### src/rtl/tse_pcs_regs_pkg.sv
// Shared definitions for the PCS register-port initiator: register map,
// status/control bit positions, sequencer state encoding.
package tse_pcs_regs_pkg;

  localparam int unsigned ADDR_W = 5;
  localparam int unsigned DATA_W = 16;

  localparam logic [ADDR_W-1:0] REG_CONTROL       = 5'h00;
  localparam logic [ADDR_W-1:0] REG_STATUS        = 5'h01;
  localparam logic [ADDR_W-1:0] REG_DEV_ABILITY   = 5'h04;
  localparam logic [ADDR_W-1:0] REG_LINK_TIMER_LO = 5'h12;
  localparam logic [ADDR_W-1:0] REG_LINK_TIMER_HI = 5'h13;
  localparam logic [ADDR_W-1:0] REG_IF_MODE       = 5'h14;

  localparam int unsigned CTRL_RESET   = 15;
  localparam int unsigned STAT_LINK    = 2;
  localparam int unsigned STAT_AN_DONE = 5;

  typedef logic [3:0] state_t;

  localparam state_t ST_IDLE        = 4'd0;
  localparam state_t ST_WR_IFMODE   = 4'd1;
  localparam state_t ST_WR_LT_LO    = 4'd2;
  localparam state_t ST_WR_LT_HI    = 4'd3;
  localparam state_t ST_WR_ABIL     = 4'd4;
  localparam state_t ST_WR_CTRL     = 4'd5;
  localparam state_t ST_POLL_RST    = 4'd6;
  localparam state_t ST_POLL_WAIT   = 4'd7;
  localparam state_t ST_POLL_STATUS = 4'd8;
  localparam state_t ST_ERROR       = 4'd9;

  // Test one bit of a register word by index.
  function automatic logic bit_set(input logic [DATA_W-1:0] word, input int unsigned idx);
    return |(word & (DATA_W'(1) << idx));
  endfunction

endpackage

### src/rtl/tse_reg_access.sv
// Single-access Avalon-MM master: owns read/write strobes, holds address and
// data through waitrequest, and times out a command stalled too long.
module tse_reg_access
  import tse_pcs_regs_pkg::*;
#(
  parameter int unsigned WAIT_TIMEOUT = 255
) (
  input  logic              clk,
  input  logic              reset,
  input  logic              req,
  input  logic              rd_nwr,
  input  logic [ADDR_W-1:0] addr,
  input  logic [DATA_W-1:0] wdata,
  output logic              ack,
  output logic [DATA_W-1:0] rdata,
  output logic              timeout,
  output logic [ADDR_W-1:0] address,
  output logic              read,
  output logic              write,
  output logic [DATA_W-1:0] writedata,
  input  logic [DATA_W-1:0] readdata,
  input  logic              waitrequest
);

  localparam int unsigned CNT_W = $clog2(WAIT_TIMEOUT + 1);

  logic [CNT_W-1:0] r_stall_cnt;
  logic             w_active;

  assign w_active = read | write;
  assign ack      = w_active & ~waitrequest;
  assign timeout  = w_active & waitrequest & (r_stall_cnt == CNT_W'(WAIT_TIMEOUT));
  assign rdata    = readdata;

  // A new command may be accepted back-to-back in the cycle the previous one completes.
  always_ff @(posedge clk) begin
    if (reset) begin
      address     <= '0;
      writedata   <= '0;
      read        <= 1'b0;
      write       <= 1'b0;
      r_stall_cnt <= '0;
    end else if (req && (!w_active || ack)) begin
      read        <= rd_nwr;
      write       <= ~rd_nwr;
      address     <= addr;
      writedata   <= wdata;
      r_stall_cnt <= '0;
    end else if (ack || timeout) begin
      read  <= 1'b0;
      write <= 1'b0;
    end else if (w_active && waitrequest) begin
      r_stall_cnt <= r_stall_cnt + CNT_W'(1);
    end
  end

endmodule

### src/rtl/tse_pcs_reg_init.sv
// PCS bring-up sequencer: writes IF_MODE, link timer, ability and control,
// waits for soft reset to clear, then periodically polls link/AN status.
module tse_pcs_reg_init
  import tse_pcs_regs_pkg::*;
#(
  parameter logic [15:0] IF_MODE_VAL     = 16'h0003,
  parameter logic [20:0] LINK_TIMER_VAL  = 21'd3125,
  parameter logic [15:0] DEV_ABILITY_VAL = 16'h4001,
  parameter logic [15:0] CTRL_VAL        = 16'h9340,
  parameter int unsigned POLL_INTERVAL   = 1000,
  parameter int unsigned WAIT_TIMEOUT    = 255
) (
  input  logic              clk,
  input  logic              reset,
  input  logic              start,
  output logic [ADDR_W-1:0] address,
  output logic              read,
  output logic              write,
  output logic [DATA_W-1:0] writedata,
  input  logic [DATA_W-1:0] readdata,
  input  logic              waitrequest,
  output logic              busy,
  output logic              link_up,
  output logic              an_done,
  output logic              error
);

  localparam int unsigned POLL_W = $clog2(POLL_INTERVAL + 1);

  state_t             r_state;
  logic               r_issued;
  logic               r_start_pend;
  logic [POLL_W-1:0]  r_poll_cnt;
  logic               r_busy;
  logic               r_link_up;
  logic               r_an_done;
  logic               r_error;

  state_t             w_state_nxt;
  logic               w_issued_nxt;
  logic               w_pend_nxt;
  logic [POLL_W-1:0]  w_poll_cnt_nxt;
  logic               w_busy_nxt;
  logic               w_link_nxt;
  logic               w_an_nxt;
  logic               w_error_nxt;
  logic               w_is_access;
  logic               w_can_accept;
  logic               w_req;
  logic               w_rd_nwr;
  logic [ADDR_W-1:0]  w_addr;
  logic [DATA_W-1:0]  w_wdata;
  logic               w_ack;
  logic               w_timeout;
  logic [DATA_W-1:0]  w_rdata;

  assign busy    = r_busy;
  assign link_up = r_link_up;
  assign an_done = r_an_done;
  assign error   = r_error;

  tse_reg_access #(
    .WAIT_TIMEOUT (WAIT_TIMEOUT)
  ) u_access (
    .clk         (clk),
    .reset       (reset),
    .req         (w_req),
    .rd_nwr      (w_rd_nwr),
    .addr        (w_addr),
    .wdata       (w_wdata),
    .ack         (w_ack),
    .rdata       (w_rdata),
    .timeout     (w_timeout),
    .address     (address),
    .read        (read),
    .write       (write),
    .writedata   (writedata),
    .readdata    (readdata),
    .waitrequest (waitrequest)
  );

  always_ff @(posedge clk) begin
    if (reset) begin
      r_state      <= ST_IDLE;
      r_issued     <= 1'b0;
      r_start_pend <= 1'b0;
      r_poll_cnt   <= '0;
      r_busy       <= 1'b0;
      r_link_up    <= 1'b0;
      r_an_done    <= 1'b0;
      r_error      <= 1'b0;
    end else begin
      r_state      <= w_state_nxt;
      r_issued     <= w_issued_nxt;
      r_start_pend <= w_pend_nxt;
      r_poll_cnt   <= w_poll_cnt_nxt;
      r_busy       <= w_busy_nxt;
      r_link_up    <= w_link_nxt;
      r_an_done    <= w_an_nxt;
      r_error      <= w_error_nxt;
    end
  end

  always_comb begin
    w_state_nxt    = r_state;
    w_issued_nxt   = r_issued;
    w_pend_nxt     = r_start_pend;
    w_poll_cnt_nxt = r_poll_cnt;
    w_busy_nxt     = r_busy;
    w_link_nxt     = r_link_up;
    w_an_nxt       = r_an_done;
    w_error_nxt    = r_error;
    w_req          = 1'b0;
    w_is_access    = 1'b0;
    w_rd_nwr       = 1'b0;
    w_addr         = '0;
    w_wdata        = '0;
    w_can_accept   = 1'b0;

    // Command for the access owned by the current state.
    case (r_state)
      ST_WR_IFMODE:   begin w_is_access = 1'b1; w_addr = REG_IF_MODE;       w_wdata = IF_MODE_VAL; end
      ST_WR_LT_LO:    begin w_is_access = 1'b1; w_addr = REG_LINK_TIMER_LO; w_wdata = LINK_TIMER_VAL[15:0]; end
      ST_WR_LT_HI:    begin w_is_access = 1'b1; w_addr = REG_LINK_TIMER_HI; w_wdata = {11'd0, LINK_TIMER_VAL[20:16]}; end
      ST_WR_ABIL:     begin w_is_access = 1'b1; w_addr = REG_DEV_ABILITY;   w_wdata = DEV_ABILITY_VAL; end
      ST_WR_CTRL:     begin w_is_access = 1'b1; w_addr = REG_CONTROL;       w_wdata = CTRL_VAL; end
      ST_POLL_RST:    begin w_is_access = 1'b1; w_addr = REG_CONTROL;       w_rd_nwr = 1'b1; end
      ST_POLL_STATUS: begin w_is_access = 1'b1; w_addr = REG_STATUS;        w_rd_nwr = 1'b1; end
      default:        ;
    endcase

    w_can_accept = (r_state == ST_IDLE) || (r_state == ST_POLL_WAIT) || (r_state == ST_ERROR) ||
                   ((r_state == ST_POLL_STATUS) && !r_issued);

    if ((start || r_start_pend) && w_can_accept) begin
      w_state_nxt  = ST_WR_IFMODE;
      w_issued_nxt = 1'b0;
      w_pend_nxt   = 1'b0;
      w_busy_nxt   = 1'b1;
      w_link_nxt   = 1'b0;
      w_an_nxt     = 1'b0;
      w_error_nxt  = 1'b0;
    end else begin
      // A restart during an in-flight status read waits for that read to finish.
      if (start && (r_state == ST_POLL_STATUS)) begin
        w_pend_nxt = 1'b1;
      end
      if (w_is_access) begin
        if (!r_issued) begin
          w_req = 1'b1;
        end else if (w_timeout) begin
          w_state_nxt = ST_ERROR;
          w_busy_nxt  = 1'b0;
          w_error_nxt = 1'b1;
        end else if (w_ack) begin
          w_poll_cnt_nxt = '0;
          case (r_state)
            ST_WR_IFMODE: w_state_nxt = ST_WR_LT_LO;
            ST_WR_LT_LO:  w_state_nxt = ST_WR_LT_HI;
            ST_WR_LT_HI:  w_state_nxt = ST_WR_ABIL;
            ST_WR_ABIL:   w_state_nxt = ST_WR_CTRL;
            ST_WR_CTRL:   w_state_nxt = ST_POLL_RST;
            ST_POLL_RST: begin
              if (bit_set(w_rdata, CTRL_RESET)) begin
                w_req = 1'b1;
              end else begin
                w_state_nxt = ST_POLL_WAIT;
                w_busy_nxt  = 1'b0;
              end
            end
            default: begin
              w_state_nxt = ST_POLL_WAIT;
              w_link_nxt  = bit_set(w_rdata, STAT_LINK);
              w_an_nxt    = bit_set(w_rdata, STAT_AN_DONE);
            end
          endcase
        end
        w_issued_nxt = w_req || (r_issued && !w_ack && !w_timeout);
      end else if (r_state == ST_POLL_WAIT) begin
        if (r_poll_cnt == POLL_W'(POLL_INTERVAL - 1)) begin
          w_state_nxt = ST_POLL_STATUS;
        end else begin
          w_poll_cnt_nxt = r_poll_cnt + POLL_W'(1);
        end
      end
    end
  end

endmodule
### config.mk
export PLATFORM = sky130hd
export DESIGN_NAME = tse_pcs_reg_init
export DESIGN_NICKNAME = d
export VERILOG_FILES = /design/src/rtl/tse_pcs_regs_pkg.sv /design/src/rtl/tse_reg_access.sv /design/src/rtl/tse_pcs_reg_init.sv
export SDC_FILE = /design/constraint.sdc
export NUM_CORES = 1
export LEC_CHECK = 0
export ABC_CLOCK_PERIOD_IN_PS = 5400
export CAP_MARGIN = 10
export CORE_MARGIN = 4
export CORE_UTILIZATION = 59
export CTS_BUF_LIST = sky130_fd_sc_hd__clkbuf_4 sky130_fd_sc_hd__clkbuf_8
export CTS_CLUSTER_SIZE = 30
export DETAILED_ROUTE_END_ITERATION = 16
export GPL_ROUTABILITY_DRIVEN = 0
export PLACE_DENSITY = 0.85
export SLEW_MARGIN = 15
export SYNTH_ARGS = -nofsm -noshare
export SYNTH_HDL_FRONTEND = slang
export SYNTH_HIERARCHICAL = 1
export SYNTH_SLANG_ARGS = --single-unit
### constraint.sdc
create_clock -name clk -period 5.4 [get_ports clk]
set_input_delay 0.81 -clock clk [delete_from_list [all_inputs] [get_ports clk]]
set_output_delay 0.81 -clock clk [all_outputs]
set_load 0.03 [all_outputs]
==> run_summary.xml <==
<?xml version="1.0" encoding="UTF-8"?>
<metrics>
  <group name="finish">
    <metric name="final_cells" unit="">399</metric>
    <metric name="antenna_cells" unit="">0</metric>
    <metric name="finalNetCount" unit="">370</metric>
    <metric name="filler_cell_count" unit="">378</metric>
    <metric name="fraction_of_the_core_area_covered_by_cells_at_the_end_of_the_flow" unit="">0.689</metric>
    <metric name="final_layout_size_suffix_gt1_frac" unit="">0.0692</metric>
    <metric name="area_growth" unit="%">13.8</metric>
  </group>
  <group name="global_route">
    <metric name="grt_antenna_before_repair" unit="">0</metric>
    <metric name="via_count_of_the_first_global_routing_pass" unit="">2122</metric>
    <metric name="wire_length_of_the_first_global_routing_pass" unit="um">9340</metric>
    <metric name="grt_start_max_net_pins" unit="">34</metric>
    <metric name="grt.total_usage" unit="">0.211</metric>
    <metric name="global_route_total_overflow" unit="">0</metric>
  </group>
  <group name="floorplan">
    <metric name="design.core.area" unit="mm2">0.00435</metric>
    <metric name="dieHeight" unit="um">74.8</metric>
    <metric name="num_io_pins" unit="">47</metric>
    <metric name="rows" unit="">24</metric>
    <metric name="floorplan.initialDensity" unit="">0.605</metric>
    <metric name="die_width" unit="um">74.8</metric>
    <metric name="die_area" unit="mm2">0.00560</metric>
  </group>
  <group name="routing">
    <metric name="detail_route.iter0.violations" unit="">143</metric>
    <metric name="post_drt_via_cell_ratio" unit="">5.88</metric>
    <metric name="remaining_drc_errors" unit="">0</metric>
    <metric name="wl_per_cell" unit="um">13.7</metric>
    <metric name="drt.antenna.violating_nets" unit="">0</metric>
    <metric name="routed_wirelength" unit="um">5460</metric>
    <metric name="drt_pass1_iterations" unit="">4</metric>
    <metric name="total_vias_in_the_final_route" unit="">2347</metric>
  </group>
  <group name="synth">
    <metric name="synthesis.instances" unit="">326</metric>
    <metric name="mean_cell_area_of_the_mapped_netlist" unit="um2">8.09</metric>
    <metric name="synthesis.yosys.warnings" unit="">6</metric>
    <metric name="netlist_area" unit="mm2">0.00264</metric>
  </group>
  <group name="setup_path">
    <metric name="criticalPathCategory" unit="">primary input to register</metric>
    <metric name="cp-start-kind" unit="">primary input</metric>
    <metric name="wp_data_arrival" unit="ns">3.79</metric>
    <metric name="crit_path_end_kind" unit="">register</metric>
    <metric name="endpoint_required_time_on_the_critical_path" unit="ns">5.60</metric>
    <metric name="crit_fanout" unit="">18</metric>
  </group>
  <group name="power">
    <metric name="intPower" unit="uW">503</metric>
    <metric name="power.combinational.fraction" unit="">0.120</metric>
    <metric name="power.net_switching" unit="uW">176</metric>
    <metric name="pwr_density_cell" unit="mW/mm2">227</metric>
    <metric name="cellLeakagePower" unit="uW">0.000983</metric>
    <metric name="netSwitchingFraction" unit="">0.260</metric>
    <metric name="clock_power_share" unit="">0.305</metric>
    <metric name="share_seq_of_total_power" unit="">0.575</metric>
    <metric name="vdd.ir_drop.worst" unit="mV">0.138</metric>
  </group>
  <group name="clock_network">
    <metric name="insertion_delay" unit="ns">0.30</metric>
    <metric name="cts.clk_slew.worst_paths" unit="ns">0.08</metric>
    <metric name="tritoncts_num_sinks" unit="">51</metric>
    <metric name="cts_made_buffers" unit="">5</metric>
    <metric name="htree_levels" unit="">2</metric>
    <metric name="maximum_clock_insertion_buffer_count" unit="">2</metric>
    <metric name="post_cts_hold_buffer_count" unit="">0</metric>
    <metric name="tritoncts" unit="">done</metric>
    <metric name="post_cts_resize_count" unit="">0</metric>
    <metric name="cts.repair_timing.setup_buffer_count" unit="">0</metric>
    <metric name="ctsRootBufferMaster" unit="">clkbuf_8</metric>
  </group>
  <group name="sta">
    <metric name="setup_slack" unit="ns">1.81</metric>
    <metric name="timing.final.crit_share" unit="">0.665</metric>
    <metric name="worstMarginPinSlew" unit="ns">1.08</metric>
    <metric name="timing.final.crit_period" unit="ns">3.59</metric>
    <metric name="max-slew-margin-rel" unit="">0.277</metric>
    <metric name="hold_viol_final" unit="">0</metric>
    <metric name="timing.fmax" unit="GHz">0.278</metric>
    <metric name="grt_setup_unrepaired" unit="">false</metric>
    <metric name="finalSetupViolCount" unit="">0</metric>
    <metric name="fin_tns_setup" unit="ns">0</metric>
    <metric name="slew_violations" unit="">0</metric>
    <metric name="final_worst_clock_skew" unit="ns">0.00505</metric>
  </group>
  <group name="placed_design">
    <metric name="portBuffers" unit="">33</metric>
    <metric name="dp_hpwl" unit="um">3820</metric>
    <metric name="placedCellCount" unit="">393</metric>
    <metric name="place_worst_setup_slack" unit="ns">1.50</metric>
  </group>
  <group name="min_path">
    <metric name="hold_path_class" unit="">register to register</metric>
  </group>
  <group name="run">
    <metric name="drv_cap" unit="">0</metric>
  </group>
  <group name="outcome">
    <metric name="run_status" unit="">finished clean</metric>
  </group>
</metrics>
power by group through the flow:
stage                     clock network, uW  logic (uW)  registers [uW]
after CTS                               212        81.8             391
after global routing                    225        89.3             392
final                                   207        81.2             391
after floorplan                           0        55.0             403
after detailed placement                  0        81.6             400
after global placement                    0        79.7             399
worst max-delay path, cell delays in order:
cell	delay (ns)
clkdlybuf4s50_1	0.60
o21ai_2	0.17
or3_1	0.43
inv_1	0.22
nand2b_1	0.20
a211oi_1	0.10
o31ai_2	0.92
nor4b_1	0.12
o21ba_1	0.21
final timing paths:
kind	start	end	slack, ns	depth (start not counted)
worst max-delay path	waitrequest	r_poll_cnt[1]	1.81	9
worst min-delay path	u_access/writedata[3]	u_access/writedata[3]	0.45	2
worst max register to register	u_access/r_stall_cnt[0]	r_poll_cnt[1]	2.23	9
worst min register to register	u_access/writedata[3]	u_access/writedata[3]	0.45	2
layout make-up:
| type | instances | area, um2 | share of cell area |
|---|---|---|---|
| sequential | 51 | 1020 | 0.340 |
| timing repair buffer | 34 | 333 | 0.111 |
| tap | 52 | 65.1 | 0.0217 |
| inverter | 10 | 37.5 | 0.0125 |
| clock buffer | 6 | 76.3 | 0.0254 |
| multi-input combinational | 246 | 1470 | 0.489 |
sequential cells by signal, indices dropped and copies added (netlist names):
| register | flops |
|---|---|
| u_access/writedata | 16 |
| r_poll_cnt | 10 |
| u_access/r_stall_cnt | 8 |
| u_access/address | 5 |
| r_state | 4 |
| an_done | 1 |
| busy | 1 |
| error | 1 |
| link_up | 1 |
| r_issued | 1 |
| r_start_pend | 1 |
| u_access/read | 1 |
| u_access/write | 1 |
cell usage in the layout, fill, tap and decap left out, types with 2 or more instances in the layout:
cell and n:
nor3b_1 2, nand2b_1 3, nor2_1 27, ha_1 2
or3_1 5, nand3_1 8, clkdlybuf4s50_1 32, a21o_1 2
o31ai_1 7, nor4b_1 2, nand4_1 3, and4_1 2
or2_2 2, inv_1 10, mux2i_1 5, nor2b_1 2
dfxtp_1 51, nand2_1 60, o22ai_1 3, a211oi_1 4
o21ai_0 6, xnor2_1 3, nor3_1 4, a31oi_1 2
and3_1 2, nand3b_1 3, conb_1 4, a21oi_1 45
or4_1 7, o21a_1 4, clkbuf_8 5
per-layer routing:
layer | GRT usage | up-vias | wire [um]
met4 | 0.0415 | 0 | 31
met3 | 0.0547 | 4 | 161
met1 | 0.254 | 1114 | 2410
met2 | 0.379 | 38 | 2860
met5 | 0 | - | 0
li1 | - | 1191 | -
per-stage QoR:
stage / total power (uW) / hold slack, ns / cell area [um2]
after floorplan: 458 / 0.439 / 2650
after global placement: 479 / 0.441 / 2930
after detailed placement: 481 / 0.445 / 2930
after CTS: 685 / 0.457 / 3000
after global routing: 706 / 0.472 / 3000
final: 679 / 0.454 / 3000
Note: power is estimated with default switching activity, not from simulation.
